==> config.mk <==
export PLATFORM = sky130hd
export DESIGN_NAME = hpb_wr_bridge
export DESIGN_NICKNAME = d
export VERILOG_FILES = /design/src/rtl/hpb_wr_bridge.sv
export SDC_FILE = /design/constraint.sdc
export NUM_CORES = 1
export LEC_CHECK = 0
export CAP_MARGIN = 20
export CORE_ASPECT_RATIO = 0.9
export CORE_MARGIN = 2
export CORE_UTILIZATION = 45
export CTS_CLUSTER_DIAMETER = 200
export DETAILED_ROUTE_END_ITERATION = 7
export DONT_BUFFER_PORTS = 1
export GPL_ROUTABILITY_DRIVEN = 0
export PLACE_DENSITY_LB_ADDON = 0.2
export SYNTH_ARGS = -nofsm -noshare
export SYNTH_HDL_FRONTEND = slang
export SYNTH_SLANG_ARGS = --single-unit
==> constraint.sdc <==
create_clock -name clk -period 5.6 [get_ports clk]
set_clock_uncertainty 0.05 [all_clocks]
set_input_delay 0.84 -clock clk [delete_from_list [all_inputs] [get_ports clk]]
set_output_delay 0.84 -clock clk [all_outputs]
set_load 0.005 [all_outputs]
==> src/rtl/hpb_wr_bridge.sv <==
// hpb_wr_bridge
// Host-side write bridge in front of the symbol-parameter RAM controller.
// Host writes are buffered in a small FIFO and issued one at a time on the
// hpb write-request interface. Each request is held until rcb_wr_done, then
// dropped for one cycle so the controller's sticky ignore flag can clear.
// Completed writes are counted, and a request stalled for too long raises a
// sticky timeout flag.
module hpb_wr_bridge #(
  parameter int ADDR_W         = 14,
  parameter int DATA_W         = 64,
  parameter int BE_W           = DATA_W / 8,
  parameter int FIFO_DEPTH     = 4,
  parameter int TIMEOUT_CYCLES = 1024
) (
  input  logic                        clk,
  input  logic                        reset,
  input  logic                        host_wr_valid,
  output logic                        host_wr_ready,
  input  logic [ADDR_W-1:0]           host_wr_addr,
  input  logic [DATA_W-1:0]           host_wr_data,
  input  logic [BE_W-1:0]             host_wr_be,
  output logic                        hpb_wr_req,
  output logic [ADDR_W-1:0]           hpb_wr_addr,
  output logic [DATA_W-1:0]           hpb_wr_data,
  output logic [BE_W-1:0]             hpb_wr_byte_en,
  input  logic                        rcb_wr_done,
  input  logic                        err_clr,
  output logic                        err_timeout,
  output logic [15:0]                 wr_count,
  output logic [$clog2(FIFO_DEPTH):0] fifo_level,
  output logic                        busy
);

  localparam int PTR_W = $clog2(FIFO_DEPTH);
  localparam int LVL_W = PTR_W + 1;
  localparam int ENT_W = ADDR_W + DATA_W + BE_W;
  localparam int TMO_W = $clog2(TIMEOUT_CYCLES + 1);

  typedef enum logic [1:0] {
    IDLE,
    REQ,
    DROP
  } state_t;

  state_t state, state_nxt;

  logic [ENT_W-1:0]  fifo_mem [FIFO_DEPTH];
  logic [PTR_W-1:0]  wr_ptr, rd_ptr;
  logic [LVL_W-1:0]  level;
  logic              full, empty;
  logic              push, pop;
  logic              done_accept;
  logic              tmo_inc;
  logic              tmo_hit;
  logic [TMO_W-1:0]  tmo_cnt;
  logic [15:0]       done_count;

  logic [ADDR_W-1:0] head_addr;
  logic [DATA_W-1:0] head_data;
  logic [BE_W-1:0]   head_be;

  assign full          = (level == LVL_W'(FIFO_DEPTH));
  assign empty         = (level == '0);
  // Ready depends only on the current fill, so a full FIFO never accepts a
  // beat even when the FSM pops in the same cycle.
  assign host_wr_ready = !full;
  assign push          = host_wr_valid && !full;
  assign fifo_level    = level;
  assign wr_count      = done_count;
  assign busy          = (state != IDLE) || !empty;

  assign {head_addr, head_data, head_be} = fifo_mem[rd_ptr];

  // The timeout flag fires only on the cycle the stall count reaches the limit.
  assign tmo_hit = tmo_inc && (tmo_cnt == TMO_W'(TIMEOUT_CYCLES - 1));

  // FIFO storage; contents are don't-care while empty so no reset is needed.
  always_ff @(posedge clk) begin
    if (push) begin
      fifo_mem[wr_ptr] <= {host_wr_addr, host_wr_data, host_wr_be};
    end
  end

  // FIFO pointers and occupancy; simultaneous push and pop keep the level.
  always_ff @(posedge clk or posedge reset) begin
    if (reset) begin
      wr_ptr <= '0;
      rd_ptr <= '0;
      level  <= '0;
    end else begin
      if (push) begin
        wr_ptr <= wr_ptr + PTR_W'(1);
      end
      if (pop) begin
        rd_ptr <= rd_ptr + PTR_W'(1);
      end
      if (push && !pop) begin
        level <= level + LVL_W'(1);
      end else if (!push && pop) begin
        level <= level - LVL_W'(1);
      end
    end
  end

  // FSM state register.
  always_ff @(posedge clk or posedge reset) begin
    if (reset) begin
      state <= IDLE;
    end else begin
      state <= state_nxt;
    end
  end

  // Next-state logic: pop from IDLE or DROP, wait for done in REQ.
  always_comb begin
    state_nxt   = state;
    pop         = 1'b0;
    done_accept = 1'b0;
    tmo_inc     = 1'b0;
    case (state)
      IDLE: begin
        if (!empty) begin
          pop       = 1'b1;
          state_nxt = REQ;
        end
      end
      REQ: begin
        if (rcb_wr_done) begin
          done_accept = 1'b1;
          state_nxt   = DROP;
        end else begin
          tmo_inc = 1'b1;
        end
      end
      DROP: begin
        if (!empty) begin
          pop       = 1'b1;
          state_nxt = REQ;
        end else begin
          state_nxt = IDLE;
        end
      end
      default: begin
        state_nxt = IDLE;
      end
    endcase
  end

  // Request outputs: load on pop, drop req on done, otherwise hold last value.
  always_ff @(posedge clk or posedge reset) begin
    if (reset) begin
      hpb_wr_req     <= 1'b0;
      hpb_wr_addr    <= '0;
      hpb_wr_data    <= '0;
      hpb_wr_byte_en <= '0;
    end else if (pop) begin
      hpb_wr_req     <= 1'b1;
      hpb_wr_addr    <= head_addr;
      hpb_wr_data    <= head_data;
      hpb_wr_byte_en <= head_be;
    end else if (done_accept) begin
      hpb_wr_req     <= 1'b0;
    end
  end

  // Stall counter: restarts on each new request and saturates at the limit.
  always_ff @(posedge clk or posedge reset) begin
    if (reset) begin
      tmo_cnt <= '0;
    end else if (pop) begin
      tmo_cnt <= '0;
    end else if (tmo_inc && (tmo_cnt != TMO_W'(TIMEOUT_CYCLES))) begin
      tmo_cnt <= tmo_cnt + TMO_W'(1);
    end
  end

  // Sticky timeout flag; a new timeout wins over a clear in the same cycle.
  always_ff @(posedge clk or posedge reset) begin
    if (reset) begin
      err_timeout <= 1'b0;
    end else if (tmo_hit) begin
      err_timeout <= 1'b1;
    end else if (err_clr) begin
      err_timeout <= 1'b0;
    end
  end

  // Completed-write counter, wraps naturally at 16 bits.
  always_ff @(posedge clk or posedge reset) begin
    if (reset) begin
      done_count <= '0;
    end else if (done_accept) begin
      done_count <= done_count + 16'd1;
    end
  end

endmodule

After elaboration in Yosys (flattened, before gate mapping). Memory sizes are Yosys's and may differ from the RTL's. A register that Yosys moved wholly into a read port is not among the register bits. Index checks and enable logic that the tools add are counted. W data, S select, Z words.

Reductions and logical operators: 19. Multiply operators: 0. Divide/modulo/power cells: 0. Order comparisons: 0. Shifts and indexed selects: 0. Bitwise gates (word level): 0. Equal/unequal tests: 7. $add $sub $neg: 6. Multiplexer cells: 20.

Operator list (number): $mux W11 (2); $add A16 B1 Y16 const B (1); $mux W1 (13); $add A11 B1 Y11 const B (1); $eq A11 B10 Y1 const B (1); $ne A11 B11 Y1 const B (1); $reduce_bool A2 Y1 (5); $mux W3 (2); $pmux W2 S3 (1); $logic_and A1 B1 Y1 (5); $add A2 B1 Y2 const B (2); $logic_not A1 Y1 (4); $mux W2 (2); $ne A2 B2 Y1 const B (2); $add A3 B1 Y3 const B (1); $eq A3 B3 Y1 const B (1); $logic_not A3 Y1 (1); $sub A3 B1 Y3 const B (1); $eq A2 B1 Y1 const B (1); $eq A2 B2 Y1 const B (1); $logic_not A2 Y1 (1); $reduce_and A2 Y1 (1); $reduce_or A2 Y1 (1); $logic_or A1 B1 Y1 (1).

Memories kept: 1. Word-level logic and storage cells: 61. Input bits: 91. Bits in writable memories: 344. Output and inout bits: 109. Bits in latches: 0. Bits in read-only memories: 0. Flip-flop bits (word level): 38.

Memory list: fifo_mem (words 4, bits a word 86, rd ports 1, clocked after memory_dff 1, wr ports 1, line 47) `logic [ENT_W-1:0] fifo_mem [FIFO_DEPTH];`.

Logic depth before layout (Yosys ltp).
Word-level depth: 7. Gate-level depth with buffers: 10. Mapped depth without buffers: 9.

Worst setup path before layout. OpenSTA, ideal clock, no wires.

Kind: input-to-reg. Start point: input host_wr_valid. End point: memory fifo_mem[0][0] (netlist bit), enable pin. Data required time: 5.095 ns. Setup slack: 2.217 ns. Path buffers: 0. Cell stages on the path: 1. Arrival time: 2.878 ns. Library setup time: 0.455 ns. Cell sequence: and3_1.

Word-level cells in the longest chain between the ends: 3.

RTL lines: start: declaration (line 17) `input logic host_wr_valid,`; $logic_and A1 B1 Y1 (line 67) `assign push = host_wr_valid && !full;`; $mux W1 (line 79) `if (push) begin`; $mux W1 (implied by the code) (line 80) `fifo_mem[wr_ptr] <= {host_wr_addr, host_wr_data, host_wr_be};`; end: declaration (line 47).

Every way passes these cells.

Final worst setup path.
Start point: register level[0] (netlist: fifo_level[0]). End point: register level[1] (netlist: fifo_level[1]).

Word-level cells in the longest chain between the ends: 6. Elaborated cells between the ends (all ways): 15. Those cells by class: add/sub (2); eq/ne (1); mux (4); reduce/logical (8).

RTL lines: start: declaration (line 49) `logic [LVL_W-1:0] level;`; start signal: assignment (line 98) `level <= level + LVL_W'(1);`; start signal: assignment (line 100) `level <= level - LVL_W'(1);`; branches (longest 6 deep; another with $sub A3 B1 Y3).

Parallel ways; which one is timed is not known. The select of a mux whose other input is x is not followed. A chain may end at the register's enable or synchronous reset.

==> results.py <==
metrics = {
    "outcome": {
        "status": "finished, final reports clean",
    },
    "job": {
        "drv_cap": 0,
    },
    "grt": {
        "grtUsageTotal_pct": 17.8,
        "antenna_found_initial": 0,
        "grt_pass1_wl_um": 53400,
        "busiest_layer": "met2",
        "met1_usage_pct": 22.8,
        "overflow": 0,
        "grt_max_degree": 83,
        "use_met3_pct": 5.68,
        "use_met2_pct": 28.4,
        "grt_pass1_vias": 8778,
    },
    "layout": {
        "area_delta_synth_final_pct": 12.1,
        "layout_commonest_cell": "edfxtp_1",
        "multi_input_area_um2": 3800,
        "nets": 1105,
        "fillers": 3121,
        "antenna_cells": 0,
        "drive_above_1_share_pct": 17.2,
        "layout_common_cells": "edfxtp_1, nand2_1, dfrtp_1",
        "ff_latch_area_um2": 13400,
        "postLayoutCoreUtil_pct": 51.0,
    },
    "die": {
        "start_util_pct": 45.5,
        "core_area_um2": 38300,
        "die_x_um": 211,
        "num_rows": 68,
        "die_y_um": 191,
        "die_area_um2": 40300,
        "io_pins": 200,
    },
    "route": {
        "drt_pass1_iterations": 4,
        "num_vias": 8226,
        "drt-total-wl_um": 34300,
        "viasPerCell": 5.36,
        "detail-route-antenna-nets": 0,
        "first_iter_violations": 527,
        "drc": 0,
        "routedWlPerCell_um": 22.3,
    },
    "clocking": {
        "ctsHoldBuffers": 0,
        "cts_root_buf": "clkbuf_16",
        "cts.path.max_buffers": 3,
        "clock-sinks": 468,
        "cts_made_buffers": 48,
        "cts_setup_buffers": 0,
        "htree_levels": 2,
        "cts_tree": "yes",
        "clock_latency_ns": 0.58,
        "clk_pin_slew_ns": 0.06,
        "cts_resized": 0,
    },
    "yosys": {
        "ys_warn_count": 0,
        "syn_area_per_cell_um2": 17.7,
        "ys.flop_type": "edfxtp_1",
        "syn_nets": 1085,
        "ys_seq_elements": 468,
        "synth_top_area_share_pct": 59.3,
        "synth_area_um2": 17400,
        "async_flop_share_pct": 26.5,
        "syn_inst": 985,
        "yosys.area.top_type": "edfxtp_1",
        "synth.area.top_cells": "edfxtp_1, dfrtp_1, mux4_2",
        "synth_edf_count": 344,
        "yosysUniqueCellTypes": 39,
        "yosysSeqAreaShare_pct": 77.1,
    },
    "timing": {
        "tns_ns": 0,
        "hold_viol_final": 0,
        "slew_viol_final": 0,
        "tightest_slew_ns": 0.966,
        "setup_slack_ns": 2.55,
        "max_freq_ghz": 0.327,
        "finalCritPeriodShare_pct": 54.5,
        "max_slew_margin_pct": 35.6,
        "rsz0062_at_grt": "false",
        "setup_violations": 0,
        "period_minus_slack_ns": 3.05,
    },
    "pwr": {
        "vdd_drop_max_v": 0.000299,
        "power_density_nw_per_um2": 554,
        "total_power_mw": 10.8,
        "power.leakage_nw": 7.15,
    },
    "place": {
        "post-place-ws_ns": 2.49,
        "port_buffers": 0,
        "dp_hpwl_um": 19500,
    },
    "hold_path": {
        "hold_class": "in -> async",
    },
    "critical_path": {
        "worstSetupStartpoint": "fifo_level[0]$_DFFE_PP0P_",
        "regToRegSetupSlack_ns": 2.55,
        "regToRegStartpoint": "fifo_level[0]$_DFFE_PP0P_",
        "cp-end-kind": "flop",
        "crit_fanout": 40,
        "crit_path_max_incr_delay_ns": 0.73,
        "cpMaxStageDelayCell": "nor2_4",
        "crit_type": "reg -> reg",
        "regToRegEndpoint": "fifo_level[1]$_DFFE_PP0P_",
        "cp.required_ns": 6.00,
        "path_cells": "nor3_1, nor2_4, inv_4, ha_1, inv_1, fa_1, mux2_2",
        "worst-r2r-cell-count": 7,
        "cp.arrival_ns": 3.45,
        "start_kind": "flop",
    },
}
## Yosys cell counts, types with 2 or more instances
cell      instances
a21oi_1           3
and2_1            2
and3_1            8
and4_1            2
buf_2            16
buf_4             3
clkbuf_1         20
dfrtp_1         124
edfxtp_1        344
ha_1              8
inv_1             9
mux2_2            3
mux4_2           86
nand2_1         276
nand3_1           8
nand4_1           7
nor2_1           12
nor3_1            4
nor4_1            2
o21ai_0           2
or3_1             3
xnor2_1          20
xor2_1            7
## where the power goes
part | switching (mW) | internal, mW
registers | 0.641 | 4.69
clock network | 1.27 | 1.81
logic | 1.36 | 1.05
total | 3.28 | 7.54
## flip-flops by register name (all words and copies together) (netlist names), 3 cells and up
register	flops
fifo_level	3
fifo_mem	344
hpb_wr_addr	14
hpb_wr_byte_en	8
hpb_wr_data	64
tmo_cnt	11
wr_count	16
## worst max-delay path: cells and delay by family, from the launching register on
family | cells | cell delay [ns]
and+or+nand+nor | 2 | 0.88
adders and majority gates | 2 | 0.75
buffers and inverters | 2 | 0.53
DFF | 1 | 0.46
muxes | 1 | 0.27
## area by class of cell
| type | instances | area share [%] |
|---|---|---|
| clock buffer | 69 | 7.08 |
| clock inverter | 21 | 0.801 |
| inverter | 10 | 0.231 |
| multi-input combinational | 467 | 19.5 |
| sequential | 468 | 68.8 |
| tap | 490 | 3.14 |
| timing repair buffer | 10 | 0.449 |
## metal layers
metal  wire, um  part of all wire (%)
met5          0                     0
met4        927                   2.7
met3       2490                   7.3
met2      16500                    48
met1      14300                    42
## logic make-up (layout without fill, tap and decap cells)
family	count (synthesis)	count (layout)	synth area share, %
DFF	468	468	77.1
AOI/OAI and AO/OA	10	10	0.431
xor gates and xnor gates	27	27	1.36
buffers and inverters	50	110	1.26
and+or+nand+nor	332	332	7.86
adders and majority gates	9	9	0.689
muxes	89	89	11.3
## through the flow
stage          hold slack, ns  instance area (um^2)  std cells
2_1_floorplan           0.418                 17400        985
3_3_place_gp            0.437                 18000       1445
3_5_place_dp            0.443                 18000       1445
4_1_cts                 0.234                 19500       1535
5_1_grt                 0.251                 19500       1535
6_report                0.197                 19500       1535
## worst max-delay path by stage
stage                                      to  slack [ns]  cells after the start
floorplan             err_timeout$_DFFE_PP0P_        1.41                      1
global placement    fifo_level[1]$_DFFE_PP0P_        2.55                      7
detailed placement  fifo_level[1]$_DFFE_PP0P_        2.49                      7
CTS                 fifo_level[1]$_DFFE_PP0P_        2.48                      7
global route        fifo_level[1]$_DFFE_PP0P_        2.33                      7
finish              fifo_level[1]$_DFFE_PP0P_        2.55                      7
Note: power is estimated with default switching activity, not from simulation.
